--- src/rtl/writeback_stage_if.sv ---
// MEM->WB bundle: MEM-stage inputs and pipeline controls in, register-file write port and status out.
interface writeback_stage_if #(
  parameter int CNT_WIDTH = 32
);
  logic                 mem_valid;
  logic                 mem_regWrite;
  logic [4:0]           mem_writeReg;
  logic [1:0]           mem_memToReg;
  logic [31:0]          mem_aluResult;
  logic [31:0]          mem_readData;
  logic [31:0]          mem_pcPlus4;
  logic [1:0]           mem_loadSize;
  logic                 mem_loadUnsigned;
  logic                 stall;
  logic                 flush;
  logic                 regWrite;
  logic [4:0]           writeReg;
  logic [31:0]          writeData;
  logic                 wb_valid;
  logic                 load_fault;
  logic [CNT_WIDTH-1:0] retired;

  modport master (
    output mem_valid, mem_regWrite, mem_writeReg, mem_memToReg, mem_aluResult,
           mem_readData, mem_pcPlus4, mem_loadSize, mem_loadUnsigned, stall, flush,
    input  regWrite, writeReg, writeData, wb_valid, load_fault, retired
  );

  modport slave (
    input  mem_valid, mem_regWrite, mem_writeReg, mem_memToReg, mem_aluResult,
           mem_readData, mem_pcPlus4, mem_loadSize, mem_loadUnsigned, stall, flush,
    output regWrite, writeReg, writeData, wb_valid, load_fault, retired
  );
endinterface

--- src/rtl/writeback_stage.sv ---
// MEM/WB pipeline register with sub-word load extraction, misaligned-load detection
// and a retired-instruction counter; outputs stay stable for the register file's negedge write.
module writeback_stage #(
  parameter bit BIG_ENDIAN = 1'b1,
  parameter int CNT_WIDTH  = 32
) (
  input  logic            clock,
  input  logic            reset_n,
  writeback_stage_if.slave wb
);

  logic [1:0]           w_addr;
  logic [1:0]           w_lane;
  logic [15:0]          w_half;
  logic [7:0]           w_byte;
  logic                 w_is_load;
  logic                 w_misaligned;
  logic [31:0]          w_data;
  logic                 w_regWrite;
  logic                 w_fault;

  logic                 r_wb_valid;
  logic                 r_regWrite;
  logic [4:0]           r_writeReg;
  logic [31:0]          r_writeData;
  logic                 r_load_fault;
  logic [CNT_WIDTH-1:0] r_retired;

  // Misalignment only has meaning for loads; ALU and link results never fault.
  always_comb begin
    w_addr       = wb.mem_aluResult[1:0];
    w_is_load    = (wb.mem_memToReg == 2'b01);
    w_lane       = BIG_ENDIAN ? (2'd3 - w_addr) : w_addr;
    w_half       = (w_addr[1] ^ BIG_ENDIAN) ? wb.mem_readData[31:16] : wb.mem_readData[15:0];
    case (w_lane)
      2'd0:    w_byte = wb.mem_readData[7:0];
      2'd1:    w_byte = wb.mem_readData[15:8];
      2'd2:    w_byte = wb.mem_readData[23:16];
      default: w_byte = wb.mem_readData[31:24];
    endcase

    w_misaligned = 1'b0;
    w_data       = 32'h0;
    case (wb.mem_memToReg)
      2'b00: w_data = wb.mem_aluResult;
      2'b10: w_data = wb.mem_pcPlus4;
      2'b11: w_data = 32'h0;
      default: begin
        case (wb.mem_loadSize)
          2'b00: begin
            w_data       = wb.mem_readData;
            w_misaligned = |w_addr;
          end
          2'b01: begin
            w_data       = wb.mem_loadUnsigned ? {16'h0, w_half} : {{16{w_half[15]}}, w_half};
            w_misaligned = w_addr[0];
          end
          2'b10: begin
            w_data = wb.mem_loadUnsigned ? {24'h0, w_byte} : {{24{w_byte[7]}}, w_byte};
          end
          default: begin
            w_data       = 32'h0;
            w_misaligned = 1'b1;
          end
        endcase
      end
    endcase

    w_regWrite = wb.mem_valid & wb.mem_regWrite & (|wb.mem_writeReg) & ~w_misaligned
                 & (wb.mem_memToReg != 2'b11);
    w_fault    = wb.mem_valid & w_is_load & w_misaligned;
  end

  // The instruction leaving WB retires even if this edge also flushes.
  always_ff @(posedge clock or negedge reset_n) begin
    if (!reset_n) begin
      r_wb_valid   <= 1'b0;
      r_regWrite   <= 1'b0;
      r_writeReg   <= 5'd0;
      r_writeData  <= 32'h0;
      r_load_fault <= 1'b0;
      r_retired    <= '0;
    end else begin
      if (r_wb_valid && !wb.stall)
        r_retired <= r_retired + CNT_WIDTH'(1);
      if (wb.flush) begin
        r_wb_valid   <= 1'b0;
        r_regWrite   <= 1'b0;
        r_load_fault <= 1'b0;
      end else if (!wb.stall) begin
        r_wb_valid   <= wb.mem_valid;
        r_regWrite   <= w_regWrite;
        r_writeReg   <= wb.mem_writeReg;
        r_writeData  <= w_data;
        r_load_fault <= w_fault;
      end
    end
  end

  assign wb.wb_valid   = r_wb_valid;
  assign wb.regWrite   = r_regWrite;
  assign wb.writeReg   = r_writeReg;
  assign wb.writeData  = r_writeData;
  assign wb.load_fault = r_load_fault;
  assign wb.retired    = r_retired;

endmodule

--- src/flat_wrapper.sv ---
// flat-port wrapper written by rule: the top's interface ports become plain ports
module writeback_stage_flat 
#(
  parameter bit BIG_ENDIAN = 1'b1,
  parameter int CNT_WIDTH  = 32
)
  (clock, reset_n, wb_mem_valid, wb_mem_regWrite, wb_mem_writeReg, wb_mem_memToReg, wb_mem_aluResult, wb_mem_readData, wb_mem_pcPlus4, wb_mem_loadSize, wb_mem_loadUnsigned, wb_stall, wb_flush, wb_regWrite, wb_writeReg, wb_writeData, wb_wb_valid, wb_load_fault, wb_retired);
  writeback_stage_if #(.CNT_WIDTH(CNT_WIDTH)) wb_i ();
  input  logic clock;
  input  logic reset_n;
  input wire logic [$bits(wb_i.mem_valid)-1:0] wb_mem_valid;
  input wire logic [$bits(wb_i.mem_regWrite)-1:0] wb_mem_regWrite;
  input wire logic [$bits(wb_i.mem_writeReg)-1:0] wb_mem_writeReg;
  input wire logic [$bits(wb_i.mem_memToReg)-1:0] wb_mem_memToReg;
  input wire logic [$bits(wb_i.mem_aluResult)-1:0] wb_mem_aluResult;
  input wire logic [$bits(wb_i.mem_readData)-1:0] wb_mem_readData;
  input wire logic [$bits(wb_i.mem_pcPlus4)-1:0] wb_mem_pcPlus4;
  input wire logic [$bits(wb_i.mem_loadSize)-1:0] wb_mem_loadSize;
  input wire logic [$bits(wb_i.mem_loadUnsigned)-1:0] wb_mem_loadUnsigned;
  input wire logic [$bits(wb_i.stall)-1:0] wb_stall;
  input wire logic [$bits(wb_i.flush)-1:0] wb_flush;
  output wire logic [$bits(wb_i.regWrite)-1:0] wb_regWrite;
  output wire logic [$bits(wb_i.writeReg)-1:0] wb_writeReg;
  output wire logic [$bits(wb_i.writeData)-1:0] wb_writeData;
  output wire logic [$bits(wb_i.wb_valid)-1:0] wb_wb_valid;
  output wire logic [$bits(wb_i.load_fault)-1:0] wb_load_fault;
  output wire logic [$bits(wb_i.retired)-1:0] wb_retired;
  assign wb_i.mem_valid = wb_mem_valid;
  assign wb_i.mem_regWrite = wb_mem_regWrite;
  assign wb_i.mem_writeReg = wb_mem_writeReg;
  assign wb_i.mem_memToReg = wb_mem_memToReg;
  assign wb_i.mem_aluResult = wb_mem_aluResult;
  assign wb_i.mem_readData = wb_mem_readData;
  assign wb_i.mem_pcPlus4 = wb_mem_pcPlus4;
  assign wb_i.mem_loadSize = wb_mem_loadSize;
  assign wb_i.mem_loadUnsigned = wb_mem_loadUnsigned;
  assign wb_i.stall = wb_stall;
  assign wb_i.flush = wb_flush;
  assign wb_regWrite = wb_i.regWrite;
  assign wb_writeReg = wb_i.writeReg;
  assign wb_writeData = wb_i.writeData;
  assign wb_wb_valid = wb_i.wb_valid;
  assign wb_load_fault = wb_i.load_fault;
  assign wb_retired = wb_i.retired;
  writeback_stage #(.BIG_ENDIAN(BIG_ENDIAN), .CNT_WIDTH(CNT_WIDTH)) u_core (.clock(clock), .reset_n(reset_n), .wb(wb_i));
endmodule
--- config.mk ---
export PLATFORM = sky130hd
export DESIGN_NAME = writeback_stage_flat
export DESIGN_NICKNAME = d
export VERILOG_FILES = /design/src/rtl/writeback_stage_if.sv /design/src/rtl/writeback_stage.sv /design/src/flat_wrapper.sv
export SDC_FILE = /design/constraint.sdc
export NUM_CORES = 1
export LEC_CHECK = 0
export ABC_CLOCK_PERIOD_IN_PS = 2400
export CAP_MARGIN = 40
export CELL_PAD_IN_SITES_DETAIL_PLACEMENT = 1
export CELL_PAD_IN_SITES_GLOBAL_PLACEMENT = 1
export CORE_ASPECT_RATIO = 1.1
export CORE_MARGIN = 5
export CORE_UTILIZATION = 34
export DETAILED_ROUTE_END_ITERATION = 7
export MAX_ROUTING_LAYER = met4
export PLACE_DENSITY = 0.9
export SLEW_MARGIN = 40
export SYNTH_ARGS = -nofsm -noshare
export SYNTH_HDL_FRONTEND = slang
export SYNTH_SLANG_ARGS = --single-unit
--- constraint.sdc ---
create_clock -name clock -period 2.4 [get_ports clock]
set_input_delay 0.72 -clock clock [delete_from_list [all_inputs] [get_ports clock]]
set_output_delay 0.72 -clock clock [all_outputs]
set_load 0.03 [all_outputs]
==> impl_metrics.py, run 1 <==
metrics = {
    "run_status": {
        "status": "finished, final reports clean",
    },
    "placement": {
        "portBuffers": 183,
        "hpwl_microns": 13700,
        "place_ws_ps": -290,
        "place_congestion": 0.834,
    },
    "logic_synthesis": {
        "postSynth.asyncResetShare_pct": 100,
        "synthCells": 426,
        "syn_area_per_cell_sq_um": 9.87,
        "seq_area_frac_synth_pct": 42.8,
        "yosys_warnings": 0,
        "synth_edf_count": 0,
        "synth.distinct_cells": 41,
        "syn_area_sq_um": 4210,
        "ys_ff_latch": 72,
        "synth_nets": 539,
        "synth-main-ff-cell": "dfrtp_1",
    },
    "job": {
        "maxCapViolations": 0,
    },
    "cells_and_area": {
        "final_cell_mix": "clkdlybuf4s50_1 (181), dfrtp_1 (72), mux2i_1 (54), a21oi_1 (41)",
        "nNetsFinal": 747,
        "multi_input_area_sq_um": 2270,
        "final_common_cell": "clkdlybuf4s50_1",
        "seq_area_sq_um": 1800,
        "syn2layout_area_growth_pct": 60.5,
        "utilization_pct": 55.8,
        "drive_gt1_share_pct": 11.4,
        "n_fill_cell": 1367,
    },
    "timing": {
        "hold_violations": 0,
        "grt_setup_unrepaired": "false",
        "setup_violations": 0,
        "fmax_mhz": 432,
        "fin_skew_ps": 3.76,
        "finalWorstSetupSlack_ps": 83.0,
        "slew_violations": 0,
        "worst_pin_slew_ps": 601,
        "fin_setup_tns_ps": 0,
        "period_needed_ps": 2320,
        "maxSlewHeadroom_pct": 59.9,
        "finalCritPeriodShare_pct": 96.5,
    },
    "clocking": {
        "tritoncts": "done",
        "cts_buffer_depth": 2,
        "path_clk_slew_ps": 60,
        "clockRootBuffer": "clkbuf_16",
        "cts.sinks": 72,
        "clk_latency_ps": 330,
        "cts_hold_buffers": 0,
        "h-tree-depth": 3,
        "cts_buffers": 9,
    },
    "detailed_routing": {
        "routed_wirelength_microns": 17300,
        "drtIter0Drc": 168,
        "drt.antenna.violating_nets": 0,
        "vias": 4361,
        "avgRoutedWirePerCell_microns": 21.7,
        "viasPerCell": 5.49,
        "drt_pass1_iterations": 4,
        "drcViolationCount": 0,
    },
    "floorplanning": {
        "die_x_microns": 116,
        "die_area_sq_um": 14700,
        "rows": 42,
        "io_pins": 184,
        "start_util_pct": 34.8,
        "fp.dieH_microns": 127,
        "design.core.area_sq_um": 12100,
    },
    "setup_path": {
        "worst_ep_required_time_ps": 2600,
        "start_kind": "input port",
        "r2r_cells": 8,
        "cpMaxStageDelayCell": "mux4_2",
        "critPathKind": "in -> reg",
        "crit_fanout": 8,
        "r2r-start": "u_core.wb.retired[0]",
        "worst-path-buf-inv": 1,
        "r2r-end": "u_core.wb.retired[10]",
        "path_delay_family": "multiplexers",
        "critPathMaxStageDelay_ps": 530,
        "cp_data_arrival_time_ps": 2510,
        "reg2reg_setup_slack_ps": 450,
        "cp_cell_sequence": "clkdlybuf4s50_1 -> mux4_2 -> nand3b_1 -> o21ai_0 -> a22oi_1 -> o31ai_1",
        "endpoint_kind": "register",
    },
    "global_routing": {
        "grt_max_degree": 46,
        "overflow": 0,
        "grt_usage_pct": 23.9,
        "grt_pass1_wl_microns": 26600,
        "antenna_found_initial": 1,
        "grt_pass1_vias": 4827,
    },
    "worst_hold_path": {
        "hold_class": "in -> async",
    },
    "pwr": {
        "ir_drop_v": 0.000300,
        "p_leak_nw": 2.94,
        "power_density_nw_per_um2": 583,
    },
}
## metrics by stage
| stage | total power, W | hold WS [ps] | cells | cell area [sq um] |
|---|---|---|---|---|
| floorplan | 0.00202 | 424 | 426 | 4210 |
| global route | 0.00411 | 428 | 794 | 6750 |
| CTS | 0.00396 | 408 | 792 | 6740 |
| global placement | 0.00264 | 459 | 776 | 6470 |
| finish | 0.00393 | 388 | 794 | 6750 |
| detailed placement | 0.00270 | 472 | 776 | 6470 |
## Yosys cell counts (all sizes together) (4+ instances only)
cell type / n / share of area [%]
a211oi: 4 / 0.71
a21oi: 42 / 5.1
a22oi: 10 / 1.8
buf: 11 / 1.6
clkbuf: 17 / 1.5
dfrtp: 72 / 43
mux2i: 54 / 13
mux4: 4 / 2.1
nand2: 38 / 3.4
nand2b: 5 / 0.74
nand3: 15 / 1.8
nand4: 7 / 1.9
nor2: 19 / 1.8
nor2b: 4 / 0.59
nor3: 5 / 0.59
o21a: 4 / 0.71
o21ai: 29 / 3.5
o221ai: 4 / 0.83
o22ai: 16 / 2.4
o31ai: 9 / 1.6
xnor2: 23 / 4.8
xor2: 8 / 1.7
## logic make-up after synthesis
kind of cell,count (synthesis),synth area share (%)
compound gates,126,18.0
mux,58,15.0
xor+xnor,31,6.46
buf+inv,31,3.42
simple gates,107,14.0
flops,72,42.8
fa+ha+maj,1,0.297
## state kept, by name, indices dropped and copies added (netlist names)
register and flops:
u_core.wb.writeReg 5, u_core.wb.wb_valid 1, u_core.wb.retired 32, u_core.wb.writeData 32
u_core.wb.load_fault 1, u_core.wb.regWrite 1
## final cells by class
cell class	instances	area share, %
antenna	1	0.0371
clock buffer	10	3.39
clock inverter	6	0.649
inverter	3	0.167
multi-input combinational	323	33.6
sequential	72	26.7
tap	154	2.85
timing repair buffer	225	32.6
## power by group
part | internal [W] | leakage (nW) | switching [W]
Combinational | 0.000579 | 1.88 | 0.000652
Sequential | 0.00134 | 0.931 | 0.000117
Clock | 0.000705 | 0.133 | 0.000543
Total | 0.00262 | 2.94 | 0.00131
## layer usage
layer  global-route usage, %  wire [microns]  vias to the layer above
li1                        -               -                     1988
met1                    27.7            6540                     2173
met2                    42.4            9230                      169
met3                    2.62             967                       31
met4                    8.67             518                        0
met5                       -               0                        -
## worst max-delay path by stage
stage / from / end / depth (start not counted)
2_1_floorplan: wb_mem_aluResult[0] / u_core.wb.writeData[22] / 6
3_3_place_gp: wb_mem_aluResult[0] / u_core.wb.writeData[10] / 6
3_5_place_dp: wb_stall / u_core.wb.retired[24] / 6
4_1_cts: wb_stall / u_core.wb.retired[24] / 6
5_1_grt: wb_mem_aluResult[1] / u_core.wb.writeData[14] / 8
6_report: wb_mem_aluResult[0] / u_core.wb.writeData[14] / 6
## what timing repair did
item	4_1_cts	5_1_grt
buffers inserted	0	1
resized for setup	0	0
setup endpoints to repair	0	1
No activity file was read; power rests on OpenSTA's default activity.
==> inputs of run 2 (changes only) <==
- CTS_CLUSTER_DIAMETER: unset -> 30
==> results of run 2 <==
Final layout, timing and power as in run 1 (identical DEF).
